==> src/rtl/if_id_queue.sv <==
// Fetch-to-decode instruction queue with branch delay-slot trimming and flush.
// Define IF_ID_QUEUE_BYPASS_EN to let a push into an empty queue reach ID in one cycle.
module if_id_queue #(
  parameter int DEPTH  = 4,
  parameter int PC_W   = 32,
  parameter int INST_W = 32,
  parameter int EXC_W  = 32
) (
  input  logic                       clock_i,
  input  logic                       reset_i,
  input  logic [PC_W-1:0]            postif_pc_i,
  input  logic [INST_W-1:0]          postif_inst_i,
  input  logic [EXC_W-1:0]           postif_exception_type_i,
  input  logic                       postif_inst_valid_i,
  output logic                       postif_ready_o,
  input  logic                       branch_enable_i,
  input  logic                       exception_i,
  input  logic [3:0]                 stall_i,
  output logic [PC_W-1:0]            id_pc_o,
  output logic [INST_W-1:0]          id_inst_o,
  output logic [EXC_W-1:0]           id_exception_type_o,
  output logic [$clog2(DEPTH+1)-1:0] count_o
);

  localparam int PTR_W = $clog2(DEPTH);
  localparam int CNT_W = $clog2(DEPTH+1);
  localparam logic [CNT_W-1:0] FULL_CNT = CNT_W'(DEPTH);

  logic [PC_W-1:0]   pc_mem   [DEPTH];
  logic [INST_W-1:0] inst_mem [DEPTH];
  logic [EXC_W-1:0]  exc_mem  [DEPTH];

  logic [PTR_W-1:0] rd_ptr, wr_ptr, rd_ptr_nxt, wr_ptr_nxt;
  logic [CNT_W-1:0] count, count_nxt;

  logic [PC_W-1:0]   pc_nxt;
  logic [INST_W-1:0] inst_nxt;
  logic [EXC_W-1:0]  exc_nxt;

  logic id_ready, empty, push_req, bypass, trim, do_push, do_pop;
  logic unused_stall;

  // stall_i[0] is the fetch-side stall; it never gates the queue
  assign unused_stall = stall_i[0];
  assign id_ready     = (stall_i[3:1] == 3'b000);
  assign empty        = (count == '0);
  assign postif_ready_o = (count != FULL_CNT);
  assign push_req     = postif_inst_valid_i && postif_ready_o;

`ifdef IF_ID_QUEUE_BYPASS_EN
  assign bypass = push_req && empty && id_ready && !branch_enable_i && !exception_i;
`else
  assign bypass = 1'b0;
`endif

  // A branch with a non-empty queue keeps only the head (the delay slot)
  assign trim    = branch_enable_i && !empty && !exception_i;
  assign do_push = push_req && !exception_i && !trim && !bypass;
  assign do_pop  = id_ready && !empty && !exception_i;

  always_comb begin
    rd_ptr_nxt = rd_ptr;
    wr_ptr_nxt = wr_ptr;
    count_nxt  = count;
    if (exception_i) begin
      rd_ptr_nxt = '0;
      wr_ptr_nxt = '0;
      count_nxt  = '0;
    end else begin
      if (do_pop)
        rd_ptr_nxt = rd_ptr + PTR_W'(1);
      if (trim) begin
        wr_ptr_nxt = rd_ptr + PTR_W'(1);
        count_nxt  = do_pop ? '0 : CNT_W'(1);
      end else begin
        if (do_push)
          wr_ptr_nxt = wr_ptr + PTR_W'(1);
        count_nxt = count + CNT_W'(do_push) - CNT_W'(do_pop);
      end
    end
  end

  always_comb begin
    pc_nxt   = id_pc_o;
    inst_nxt = id_inst_o;
    exc_nxt  = id_exception_type_o;
    if (exception_i) begin
      pc_nxt   = '0;
      inst_nxt = '0;
      exc_nxt  = '0;
    end else if (id_ready) begin
      if (!empty) begin
        pc_nxt   = pc_mem[rd_ptr];
        inst_nxt = inst_mem[rd_ptr];
        exc_nxt  = exc_mem[rd_ptr];
      end else if (bypass) begin
        pc_nxt   = postif_pc_i;
        inst_nxt = postif_inst_i;
        exc_nxt  = postif_exception_type_i;
      end else begin
        pc_nxt   = '0;
        inst_nxt = '0;
        exc_nxt  = '0;
      end
    end
  end

  always_ff @(posedge clock_i or negedge reset_i) begin
    if (!reset_i) begin
      rd_ptr              <= '0;
      wr_ptr              <= '0;
      count               <= '0;
      id_pc_o             <= '0;
      id_inst_o           <= '0;
      id_exception_type_o <= '0;
    end else begin
      rd_ptr              <= rd_ptr_nxt;
      wr_ptr              <= wr_ptr_nxt;
      count               <= count_nxt;
      id_pc_o             <= pc_nxt;
      id_inst_o           <= inst_nxt;
      id_exception_type_o <= exc_nxt;
    end
  end

  // Storage needs no reset: only slots counted as occupied are ever read
  always_ff @(posedge clock_i) begin
    if (do_push) begin
      pc_mem[wr_ptr]   <= postif_pc_i;
      inst_mem[wr_ptr] <= postif_inst_i;
      exc_mem[wr_ptr]  <= postif_exception_type_i;
    end
  end

  assign count_o = count;

endmodule

==> config.mk <==
export PLATFORM = sky130hd
export DESIGN_NAME = if_id_queue
export DESIGN_NICKNAME = d
export VERILOG_FILES = /design/src/rtl/if_id_queue.sv
export SDC_FILE = /design/constraint.sdc
export NUM_CORES = 1
export LEC_CHECK = 0
export ABC_AREA = 1
export BUFFER_PORTS_ARGS = -buffer_cell sky130_fd_sc_hd__buf_2
export CAP_MARGIN = 15
export CORE_MARGIN = 2
export CORE_UTILIZATION = 55
export CTS_CLUSTER_DIAMETER = 200
export DETAILED_ROUTE_END_ITERATION = 8
export PLACE_DENSITY_LB_ADDON = 0.3
export SKIP_CTS_REPAIR_TIMING = 1
export SYNTH_ARGS = -nofsm -noshare
export SYNTH_HDL_FRONTEND = slang
export SYNTH_SLANG_ARGS = --single-unit
export TNS_END_PERCENT = 20
==> constraint.sdc <==
create_clock -name clock_i -period 12.85 [get_ports clock_i]
set_input_delay 1.285 -clock clock_i [delete_from_list [all_inputs] [get_ports clock_i]]
set_output_delay 1.285 -clock clock_i [all_outputs]
set_load 0.01 [all_outputs]
==> After elaboration in Yosys (flattened, before gate mapping) <==
Memories as Yosys holds them, arrays and structs flattened.
Index checks and enable logic that the tools add are counted.
{ "word_totals": {"mem_count": 3, "register_bits": 103, "ramBits": 384, "out_inout_bits": 100, "wordCells": 48} }
{ "classes": {"n_mux": 19, "reduce_logical": 15, "n_addsub": 4, "n_eq_ne": 1} }
{ "memory_table": {"columns": ["name", "words", "width", "rd", "rd_ports_with_merged_regs", "write_ports", "line_no", "source"], "rows": [
  ["exc_mem", 4, 32, 1, 0, 1, "31", "logic [EXC_W-1:0] exc_mem [DEPTH];"],
  ["inst_mem", 4, 32, 1, 0, 1, "30", "logic [INST_W-1:0] inst_mem [DEPTH];"],
  ["pc_mem", 4, 32, 1, 0, 1, "29", "logic [PC_W-1:0] pc_mem [DEPTH];"]
]} }
{ "ops": {"columns": ["op", "n"], "rows": [
  ["32-bit 2-to-1 mux", 9],
  ["2-bit 2-to-1 mux", 5],
  ["1-bit logical AND", 7],
  ["3-bit logical NOT", 2],
  ["3-bit 2-to-1 mux", 2],
  ["2-bit by 1-bit adder with 2-bit output (second input constant)", 2],
  ["2-bit nonzero test", 2],
  ["3-bit by 1-bit adder with 3-bit output", 1],
  ["1-bit logical NOT", 3],
  ["1-bit 2-to-1 mux", 3],
  ["3-bit != test (second input constant)", 1],
  ["3-bit nonzero test", 1],
  ["3-bit by 1-bit subtractor with 3-bit output", 1]
]} }

==> Longest topological paths before layout <==
Gate-level depths: netlist of run 1.
{ "depth": {"depth_word": 10, "mapped_depth": 14} }

==> Worst setup path after synthesis of run 1 <==
No wires, ideal clock.
{ "synth_timing": {"path_kind": "input to register", "from": "input exception_i", "to": "memory exc_mem[0][0] (enable)", "required_time_ns": 12.298, "cell_stages": 5, "arrival_ns": 5.717, "n_path_buf": 0, "setup_time_ns": 0.552, "path_slack_ns": 6.581, "path_cell_list": "inv_1 -> nand2_1 -> inv_2 -> nand3_2 -> nor2_1"} }
{ "synth_via": {"elab_chain_cells": 6} }
{ "synth_lines": {"columns": ["item", "line_no", "source"], "rows": [
  ["start: declaration", "17", "input logic exception_i,"],
  ["1-bit logical NOT *", "57, 58", null],
  ["1-bit logical AND", "57", "assign trim = branch_enable_i && !empty && !exception_i;"],
  ["1-bit logical NOT", "58", "assign do_push = push_req && !exception_i && !trim && !bypass;"],
  ["1-bit logical AND *", "58", null],
  ["1-bit 2-to-1 mux *", "128", "if (do_push) begin"],
  ["1-bit 2-to-1 mux (not written as such) *", "131", "exc_mem[wr_ptr] <= postif_exception_type_i;"],
  ["end: declaration", "31", null]
]} }
Every way passes the cells marked *; elsewhere a longest branch is shown, timed or not.

==> Worst setup path in the final report of run 1 <==
{ "layout_timing": {"from": "input exception_i", "to": "register count[2], in the netlist count_o[2]"} }
{ "layout_via": {"elab_chain_cells": 8} }
{ "layout_lines": {"columns": ["item", "line_no", "source"], "rows": [
  ["1-bit logical NOT", "57, 58, 59", null],
  ["1-bit logical AND", "57", null],
  ["1-bit logical NOT", "58", null],
  ["1-bit logical AND", "58", null],
  ["3-bit by 1-bit adder with 3-bit output", "78", "count_nxt = count + CNT_W'(do_push) - CNT_W'(do_pop);"],
  ["3-bit by 1-bit subtractor with 3-bit output", "78", null],
  ["3-bit 2-to-1 mux", "72", "if (trim) begin"],
  ["3-bit 2-to-1 mux *", "65", "if (exception_i) begin"],
  ["via count_nxt[2]", "34", "logic [CNT_W-1:0] count, count_nxt;"],
  ["end signal: assignment", "119", "count <= count_nxt;"],
  ["end: declaration", "34", null]
]} }
The timed path passes the listed nets; every way through them passes the cells marked *.
A chain may end at the register's enable or synchronous reset.

==> results of run 1 <==
flip-flops by register name, indices dropped and copies added, names as in the netlist:
signal               count
exc_mem                128
inst_mem               128
pc_mem                 128
id_exception_type_o     32
id_inst_o               32
id_pc_o                 32
count_o                  3
rd_ptr                   2
wr_ptr                   2
layout make-up:
| class | count | area share |
|---|---|---|
| sequential | 487 | 0.653 |
| inverter | 16 | 0.00324 |
| timing repair buffer | 220 | 0.0530 |
| clock inverter | 16 | 0.00752 |
| multi-input combinational | 916 | 0.192 |
| clock buffer | 69 | 0.0647 |
| antenna | 4 | 0.000463 |
| tap | 448 | 0.0259 |
worst max path at each step:
| stage | from | endpoint | slack, ns | cells past startpoint |
|---|---|---|---|---|
| detailed placement | exception_i | count_o[2]$_DFF_PN0_ | 8.21 | 12 |
| finish | exception_i | count_o[2]$_DFF_PN0_ | 8.78 | 12 |
| global placement | exception_i | count_o[2]$_DFF_PN0_ | 8.21 | 12 |
| global route | exception_i | count_o[2]$_DFF_PN0_ | 8.60 | 12 |
| floorplan | exception_i | exc_mem[0][0]$_DFFE_PP_ | 6.58 | 5 |
| CTS | exception_i | count_o[2]$_DFF_PN0_ | 8.78 | 12 |
layout by cell type, fill, tap and decap left out, types with 10 or more instances in the layout:
master	synthesis	routed
buf_2	37	202
buf_4	17	18
clkbuf_16	0	47
clkbuf_8	0	14
dfrtp_1	103	101
edfxtp_1	384	384
inv_1	11	10
nand2_1	499	499
nand3_1	293	293
o21ai_1	77	77
o21ai_2	20	20
routing by layer:
layer | part of all wire | vias up
met2 | 0.50 | 364
met5 | 0.0011 | -
met1 | 0.41 | 5690
met4 | 0.024 | 8
met3 | 0.066 | 80
li1 | - | 5644
critical path, cell delays in order:
cell	delay, ns
buf_2	0.13
inv_4	0.38
buf_4	0.76
nand2_4	0.63
inv_2	0.19
ha_1	0.24
inv_1	0.06
ha_1	0.13
inv_1	0.05
fa_1	0.39
xor2_1	0.16
nor2_1	0.05
through the flow:
step	hold slack, ns	util	area, µm²	total power (µW)	worst slack [ns]
floorplan	0.525	-	18800	2200	6.58
global placement	0.498	0.596	20000	2320	8.21
detailed placement	0.500	0.596	20000	2330	8.21
CTS	0.516	0.643	21600	3690	8.78
global route	0.533	0.643	21600	3800	8.60
finish	0.513	0.643	21600	3660	8.78
where the power goes:
| group | internal [µW] | switching, µW |
|---|---|---|
| Sequential | 1860 | 43.5 |
| Clock | 812 | 551 |
| Combinational | 113 | 278 |
| Total | 2790 | 873 |
cells by family (layout without fill, tap and decap cells):
logic type	Yosys count	in the layout
other	0	4
DFF	487	487
and+or+nand+nor	809	809
adders and majority gates	7	7
buffers and inverters	111	321
AOI/OAI and AO/OA	98	98
xor gates and xnor gates	2	2
==> reports/metrics.csv, run 1 <==
stage,metric,value,unit
worst_setup_path,critPathArrivalTime,4.50,ns
clocking,htreeDepth,2,
synth,synth_compound_area_frac,0.0301,
synth,synth_top_area_frac,0.614,
synth,postSynthCellCount,1514,
final_layout,layout-drive-gt1-share,0.193,
place,dpl.hpwl,20.9,mm
worst_hold_path,holdPathStages,2,
sta,period_minus_slack,4.07,ns
final_layout,multiInputGateArea,0.00415,mm²
synth,synth_edf_count,384,
grt,grt.total_usage,0.226,
clocking,path_clk_slew,0.07,ns
grt,grt_max_degree,114,
sta,finalCritPeriodShare,0.317,
worst_setup_path,critical_path_required,13.28,ns
place,dpl.cell_count,2087,
power_and_ir_drop,peakVddDrop,0.115,mV
die,num_rows,67,
sta,fin_setup_tns,0,ns
worst_setup_path,start_kind,input port,
die,die_h,189,µm
sta,fmax,246,MHz
final_layout,regArea,0.0141,mm²
grt,grt_use_met1,0.298,
synth,synthFlopType,edfxtp_1,
worst_setup_path,path_class,input port to register,
worst_setup_path,path_max_fanout,64,
outcome,status,completed,
grt,grt-busiest-layer,met2,
grt,grt_overflow,0,
die,core,0.0336,mm²
synth,yosys.area_share.simple,0.183,
final_layout,area_growth,15.1,%
grt,antenna_found_initial,8,
clocking,numCtsBuffers,46,
synth,synth_area_leaders,"edfxtp_1 (61%), dfrtp_1 (14%), nand2_1 (10%), nand3_1 (7.8%), o21ai_1 (2.1%)",
final_layout,nNetsFinal,1799,
detailed_routing,post-route-drc-count,0,
synth,synth.distinct_cells,25,
clocking,cts_tree,done,
place,gp_congestion,0.765,
grt,first_global_vias,11400,
sta,hold_viol_final,0,
grt,grt_pass1_wl,62.1,mm
detailed_routing,ant_nets,0,
die,dieArea,0.0357,mm²
worst_setup_path,rr_worst_depth,6,
detailed_routing,wire_per_inst,18.3,µm
sta,finalSetupViolations,0,
sta,rsz0062_at_grt,false,
synth,avgSynthCellArea,12.4,µm²
synth,yosys_warnings,0,
place,io_buffer_count,203,
worst_hold_path,min_from,id_exception_type_o[23]$_DFFE_PN0P_,
sta,slew-limit-headroom,0.324,
detailed_routing,via_per_inst,5.42,
worst_setup_path,r2r_slack,10.04,ns
synth,synth_top_family_by_area,simple AND/OR/NAND/NOR gates,
synth,synthAdderAreaFrac,0.00506,
clocking,clock_latency,0.55,ns
sta,final_max_slew_viol_count,0,
synth,ys_ff_latch,487,
worst_setup_path,r2r_end,id_pc_o[3]$_DFFE_PN0P_,
job,cap_violations,0,
synth,synth_common_cells,"nand2_1 (499), edfxtp_1 (384), nand3_1 (293)",
synth,ys_seq_area_frac,0.751,
power_and_ir_drop,power_density,169,mW/mm²
synth,syn-cell-area,0.0188,mm²
synth,async_flop_share,0.211,
worst_hold_path,holdPathEnd,id_exception_type_o[23]$_DFFE_PN0P_,
worst_setup_path,endpoint_kind,register,
die,ios,205,
sta,finClkSkew,0.0166,ns
synth,yosys.area.top_type,edfxtp_1,
detailed_routing,num_vias,11800,
clocking,cts-root-buf,clkbuf_16,
synth,syn_nets,1626,
worst_setup_path,r2r_start,rd_ptr[0]$_DFFE_PN0P_,
power_and_ir_drop,leakage,0.00878,µW
die,die-width,189,µm
detailed_routing,drt_iter0_markers,884,
final_layout,fillCellCount,2480,
synth,muxShareOfSynthArea,0,
detailed_routing,firstDrtPassIters,5,
detailed_routing,drt_wl_total,39.9,mm
sta,tightestPinTransition,1.01,ns
synth,yosys.area_share.xor_xnor,0.000932,
clocking,cts_buffer_depth,3,
grt,met3_usage,0.0443,
worst_hold_path,hold_path.class,register to register,
synth,yosysMostFrequentCell,nand2_1,
final_layout,fin_cells,2176,
die,initial_utilization,0.559,
grt,grtUsageMet2,0.380,
clocking,clock_sinks,487,
(Power assumes the default switching activity.)
==> run 2, diff against run 1 <==
- CORE_UTILIZATION: 55 -> 53
- clock period: 12.85 -> 3.6 ns (I/O delays scaled with it)
==> reports/metrics.csv, run 2 (same netlist as run 1, synthesis figures left out) <==
stage,metric,value,unit
worst_setup_path,r2r_slack,0.97,ns
job,cap_violations,0,
detailed_routing,drt_wl_total,41.2,mm
sta,period_minus_slack,2.63,ns
outcome,status,completed,
die,core,0.0347,mm²
clocking,cts_tree,done,
clocking,clock_sinks,487,
die,die_h,192,µm
worst_setup_path,crit_start,count_o[1]$_DFF_PN0_,
clocking,cts_buffer_depth,3,
final_layout,layout-drive-gt1-share,0.191,
grt,antenna_found_initial,11,
sta,rsz0062_at_grt,false,
die,ios,205,
clocking,path_clk_slew,0.06,ns
place,io_buffer_count,203,
worst_setup_path,cp_slowest_cell,dfrtp_1,
grt,grt-busiest-layer,met2,
sta,tightestPinTransition,0.904,ns
worst_setup_path,critPathBufInv,3,
power_and_ir_drop,power_frac_seq,0.519,
power_and_ir_drop,power_density,601,mW/mm²
clocking,clock_latency,0.55,ns
power_and_ir_drop,p_total,13100,µW
detailed_routing,firstDrtPassIters,5,
clocking,cts-root-buf,clkbuf_16,
worst_setup_path,path_class,register to register,
grt,grtUsageMet2,0.373,
grt,grt_pass1_wl,63.9,mm
power_and_ir_drop,switchingPower,3130,µW
final_layout,layout_common_cells,"nand2_1 (499), edfxtp_1 (384), nand3_1 (293)",
worst_setup_path,cp-endpoint,count_o[2]$_DFF_PN0_,
power_and_ir_drop,comb_power_share,0.110,
place,gp_congestion,0.733,
worst_setup_path,crit_chain,nor2_1 > nand2_4 > nand2_1 > nand2_1 > inv_2 > nand3_2 > ha_1 > inv_1 > ha_1 > inv_1 > fa_1 > xor2_1 > nor2_1,
worst_setup_path,path_delay_family,adder cells,
worst_setup_path,rr_worst_depth,13,
sta,finalSetupViolations,0,
final_layout,fin_cells,2193,
final_layout,nNetsFinal,1806,
sta,slew-limit-headroom,0.397,
worst_setup_path,critPathArrivalTime,3.06,ns
power_and_ir_drop,internal_power,9940,µW
worst_setup_path,critical_path_required,4.03,ns
detailed_routing,via_per_inst,5.42,
detailed_routing,wire_per_inst,18.8,µm
detailed_routing,post-route-drc-count,0,
power_and_ir_drop,clock_power_share,0.371,
detailed_routing,num_vias,11900,
sta,finalCritPeriodShare,0.730,
worst_setup_path,start_kind,register,
die,die-width,192,µm
grt,first_global_vias,11700,
worst_hold_path,hold_path.class,input port to register,
worst_setup_path,path_max_fanout,5,
sta,hold_viol_final,0,
grt,grt_overflow,0,
grt,grt_use_met1,0.306,
sta,final_max_slew_viol_count,0,
final_layout,fillCellCount,2648,
die,num_rows,68,
power_and_ir_drop,leakage,0.00881,µW
sta,finClkSkew,0.00886,ns
die,dieArea,0.0370,mm²
power_and_ir_drop,swShare,0.239,
grt,met3_usage,0.0424,
sta,fmax,380,MHz
worst_setup_path,r2r_end,count_o[2]$_DFF_PN0_,
final_layout,reg_top3,"exc_mem: 128 flops, inst_mem: 128 flops, pc_mem: 128 flops",
worst_setup_path,endpoint_kind,register,
worst_hold_path,holdPathStages,1,
worst_setup_path,r2r_start,count_o[1]$_DFF_PN0_,
worst_setup_path,cpPeakStageDelay,0.45,ns
clocking,htreeDepth,2,
die,initial_utilization,0.541,
power_and_ir_drop,peakVddDrop,0.457,mV
grt,grt_max_degree,196,
final_layout,final_common_cell,nand2_1,
detailed_routing,drt_iter0_markers,819,
clocking,numCtsBuffers,48,
worst_setup_path,cp.depth,13,
detailed_routing,ant_nets,0,
final_layout,area_growth,15.7,%
place,dpl.hpwl,21.8,mm
place,dpl.cell_count,2098,
grt,grt.total_usage,0.226,
run 2: cell count changes in the layout (fill, tap and decap cells not counted), sizes merged, moves of 2 or more:
cell and change:
diode +2, buf +4, clkbuf +4, clkinvlp -2, clkinv +2
run 2: worst min-delay path by stage:
| stage | end | startpoint |
|---|---|---|
| after floorplan | count_o[0]$_DFF_PN0_ | reset_i |
| after CTS | id_inst_o[11]$_DFFE_PN0P_ | reset_i |
| after global routing | exc_mem[2][16]$_DFFE_PP_ | postif_exception_type_i[16] |
| after detailed placement | id_inst_o[11]$_DFFE_PN0P_ | reset_i |
| after global placement | id_inst_o[11]$_DFFE_PN0P_ | reset_i |
| final | pc_mem[3][4]$_DFFE_PP_ | postif_pc_i[4] |
run 2: power groups by stage:
stage	combinational (µW)	clock [µW]	sequential [µW]
detailed placement	1450	0	6900
floorplan	905	0	6930
finish	1440	4850	6780
global placement	1420	0	6880
global route	1630	5150	6830
CTS	1460	4940	6780
run 2: final cells by class:
type | instances | area, µm² | area share
flip-flops and latches | 487 | 14100 | 0.649
multi-input cells | 916 | 4150 | 0.191
clock buffers | 73 | 1400 | 0.0642
repair buffers | 225 | 1270 | 0.0586
well taps | 455 | 569 | 0.0262
clock inverters | 15 | 146 | 0.00673
inverters | 16 | 70.1 | 0.00322
diodes | 6 | 15.0 | 0.000691
run 2: metrics by stage:
step                      cell area (µm²)   util  setup WS, ns  setup TNS [ns]  hold WS (ns)
after global routing                21700  0.626         0.762               0       0.00229
after detailed placement            20200  0.581         0.981               0         0.454
after global placement              20200  0.581          1.02               0         0.455
after floorplan                     18800      -        -0.483         -185.46        0.0644
after CTS                           21700  0.626         0.971               0        -0.132
final                               21700  0.626         0.971               0        0.0243
run 2: worst register-to-register path, cell delays in order (launching register included):
cell and delay, ns:
dfrtp_1 0.45, nor2_1 0.21, nand2_4 0.09, nand2_1 0.10, nand2_1 0.11, inv_2 0.11, nand3_2 0.22, ha_1 0.37
inv_1 0.06, ha_1 0.13, inv_1 0.05, fa_1 0.41, xor2_1 0.16, nor2_1 0.05
run 2: routing by layer:
metal,wire (µm),part of all wire
met1,17200,0.42
met2,20000,0.49
met3,2940,0.071
met4,959,0.023
met5,67,0.0016
==> run 3, diff against run 2 <==
- ABC_AREA: 1 -> 0
- CORE_UTILIZATION: 53 -> 52
- clock period: 3.6 -> 2.19 ns (I/O delays scaled with it)
==> reports/metrics.csv, run 3 <==
stage,metric,value,unit
outcome,status,"complete, but fails checks",
outcome,violations,negative setup slack,
grt,grt.total_usage,0.203,
sta,finalSetupViolations,1,
power_and_ir_drop,comb_power_share,0.107,
sta,setup_slack,-0.131,ns
place,io_buffer_count,203,
worst_setup_path,endpoint_kind,register,
synth,yosys_warnings,0,
clocking,cts_tree,done,
detailed_routing,firstDrtPassIters,5,
grt,grt_overflow,0,
power_and_ir_drop,peakVddDrop,0.709,mV
synth,synth.distinct_cells,31,
die,ios,205,
grt,grt_max_degree,86,
detailed_routing,ant_nets,0,
die,die_h,189,µm
worst_setup_path,critical_path_required,2.64,ns
worst_setup_path,crit_top_cell,inv_1,
final_layout,area_growth,26.2,%
synth,synth_edf_count,384,
sta,final_max_slew_viol_count,0,
die,die-width,189,µm
final_layout,reg_top3,"exc_mem: 128 flops, inst_mem: 128 flops, pc_mem: 128 flops",
power_and_ir_drop,internal_power,16900,µW
sta,finalCritPeriodShare,1.06,
worst_hold_path,hold_path.class,input port to register,
power_and_ir_drop,swShare,0.220,
sta,period_minus_slack,2.32,ns
final_layout,multiInputGateArea,0.00341,mm²
synth,syn_nets,882,
synth,async_flop_share,0.211,
grt,antenna_found_initial,0,
final_layout,fillCellCount,2206,
worst_setup_path,crit_chain,nor3b_4 > nor4b_4 > inv_1 > ha_1 > inv_1 > ha_1 > inv_1 > fa_2 > xor2_2 > nor2_1 > nor4b_2,
detailed_routing,via_per_inst,5.57,
worst_setup_path,start_kind,register,
synth,syn-cell-area,0.0177,mm²
clocking,clock_sinks,487,
clocking,path_clk_slew,0.06,ns
synth,synthAdderAreaFrac,0.00537,
sta,hold_ws,0.0395,ns
synth,avgSynthCellArea,23.0,µm²
worst_setup_path,path_max_fanout,2,
synth,yosysMostFrequentCell,edfxtp_1,
power_and_ir_drop,power_frac_seq,0.509,
final_layout,layout_common_cells,"edfxtp_1 (384), buf_2 (202), dlygate4sd3_1 (98), dfrtp_1 (98)",
sta,finClkSkew,0.0178,ns
synth,yosys.area.top_type,edfxtp_1,
power_and_ir_drop,switchingPower,4780,µW
synth,ys_seq_area_frac,0.797,
sta,rsz0062_at_grt,true,
final_layout,layout-drive-gt1-share,0.375,
power_and_ir_drop,power_density,971,mW/mm²
worst_setup_path,cpPeakStageDelay,0.40,ns
worst_setup_path,cp_slowest_cell,dfrtp_2,
detailed_routing,drt_iter0_markers,585,
die,num_rows,67,
detailed_routing,num_vias,8995,
synth,synth_top_area_frac,0.651,
detailed_routing,drt_wl_total,36.3,mm
power_and_ir_drop,leakage,0.00833,µW
synth,yosys.area_share.simple,0.00777,
power_and_ir_drop,clock_power_share,0.384,
die,dieArea,0.0355,mm²
synth,postSynthCellCount,770,
detailed_routing,post-route-drc-count,0,
place,gp_congestion,0.692,
clocking,numCtsBuffers,50,
final_layout,regArea,0.0141,mm²
place,dp_slack,-0.291,ns
clocking,htreeDepth,2,
synth,synth_compound_area_frac,0.0515,
sta,tightestPinTransition,0.713,ns
synth,muxShareOfSynthArea,0.123,
synth,ys_ff_latch,487,
place,dpl.hpwl,20.5,mm
worst_setup_path,critPathArrivalTime,2.77,ns
sta,fin_setup_tns,-0.131,ns
synth,synth_top_family_by_area,multiplexers,
grt,first_global_vias,9104,
die,initial_utilization,0.528,
sta,hold_viol_final,0,
final_layout,nNetsFinal,1236,
synth,synth_common_cells,"edfxtp_1 (384), dfrtp_1 (103), a22o_1 (96), mux4_2 (96), clkbuf_1 (21)",
sta,fmax,431,MHz
worst_setup_path,path_class,register to register,
synth,synth_area_leaders,"edfxtp_1 (65%), dfrtp_1 (15%), mux4_2 (12%), a22o_1 (4.7%), clkbuf_1 (0.45%)",
job,cap_violations,0,
die,core,0.0335,mm²
detailed_routing,wire_per_inst,22.5,µm
clocking,cts_buffer_depth,3,
clocking,clock_latency,0.55,ns
sta,slew-limit-headroom,0.525,
clocking,cts-root-buf,clkbuf_16,
final_layout,final_common_cell,edfxtp_1,
grt,grt_pass1_wl,54.4,mm
synth,yosys.area_share.xor_xnor,0.000989,
synth,synthFlopType,edfxtp_1,
[run 3: cell type report]
cell class	instances	area share
antenna	1	0.000112
clock buffer	70	0.0617
clock inverter	23	0.0114
inverter	7	0.00118
multi-input combinational	232	0.152
sequential	487	0.632
tap	448	0.0251
timing repair buffer	346	0.116
[run 3: power by group through the flow]
| stage | clock, µW | sequential [µW] | combinational (µW) |
|---|---|---|---|
| 6_report | 8330 | 11000 | 2330 |
| 5_1_grt | 8890 | 11100 | 2520 |
| 4_1_cts | 8520 | 11000 | 2210 |
| 3_5_place_dp | 0 | 11200 | 2210 |
| 3_3_place_gp | 0 | 11200 | 2170 |
| 2_1_floorplan | 0 | 11200 | 1190 |
[run 3: worst max-delay path, delay by kind of cell, from the launching register on]
family / cells / cell delay [ns]
XOR/XNOR: 1 / 0.15
adder cells (fa/ha/maj): 3 / 0.75
buffers and inverters: 3 / 0.18
flip-flops: 1 / 0.40
AND/OR/NAND/NOR: 4 / 0.75
[run 3: path summary, 6_finish.rpt]
| check | start | to | slack, ns | cells past startpoint |
|---|---|---|---|---|
| max | count_o[2]$_DFF_PN0_ | count_o[2]$_DFF_PN0_ | -0.13 | 11 |
| min | exception_i | count_o[2]$_DFF_PN0_ | 0.04 | 3 |
| max reg2reg | count_o[2]$_DFF_PN0_ | count_o[2]$_DFF_PN0_ | -0.13 | 11 |
| min reg2reg | id_pc_o[11]$_DFFE_PN0P_ | id_pc_o[11]$_DFFE_PN0P_ | 0.50 | 1 |
| max in group asynchronous | reset_i | id_pc_o[1]$_DFFE_PN0P_ | 1.33 | 3 |
| min in group asynchronous | reset_i | id_exception_type_o[16]$_DFFE_PN0P_ | 0.14 | 2 |
[run 3: per-layer routing]
layer	up-vias	global-route usage	wire (µm)
met5	-	0	0
li1	3956	-	-
met3	51	0.0423	2200
met1	4707	0.282	15100
met2	281	0.334	18400
met4	0	0.0538	596
[run 3: logic make-up after synthesis]
kind of cell,Yosys count
compound gates,107
buf+inv,51
flops,487
simple gates,19
fa+ha+maj,7
xor+xnor,2
mux,97
[run 3: through the flow]
step / power, µW / cells / instance area (µm²) / utilization
after floorplan: 12400 / 770 / 17800 / -
after global placement: 13300 / 1421 / 19700 / 0.587
after detailed placement: 13400 / 1421 / 19700 / 0.587
after CTS: 21800 / 1514 / 21300 / 0.636
after global routing: 22500 / 1613 / 22300 / 0.666
final: 21700 / 1614 / 22300 / 0.666
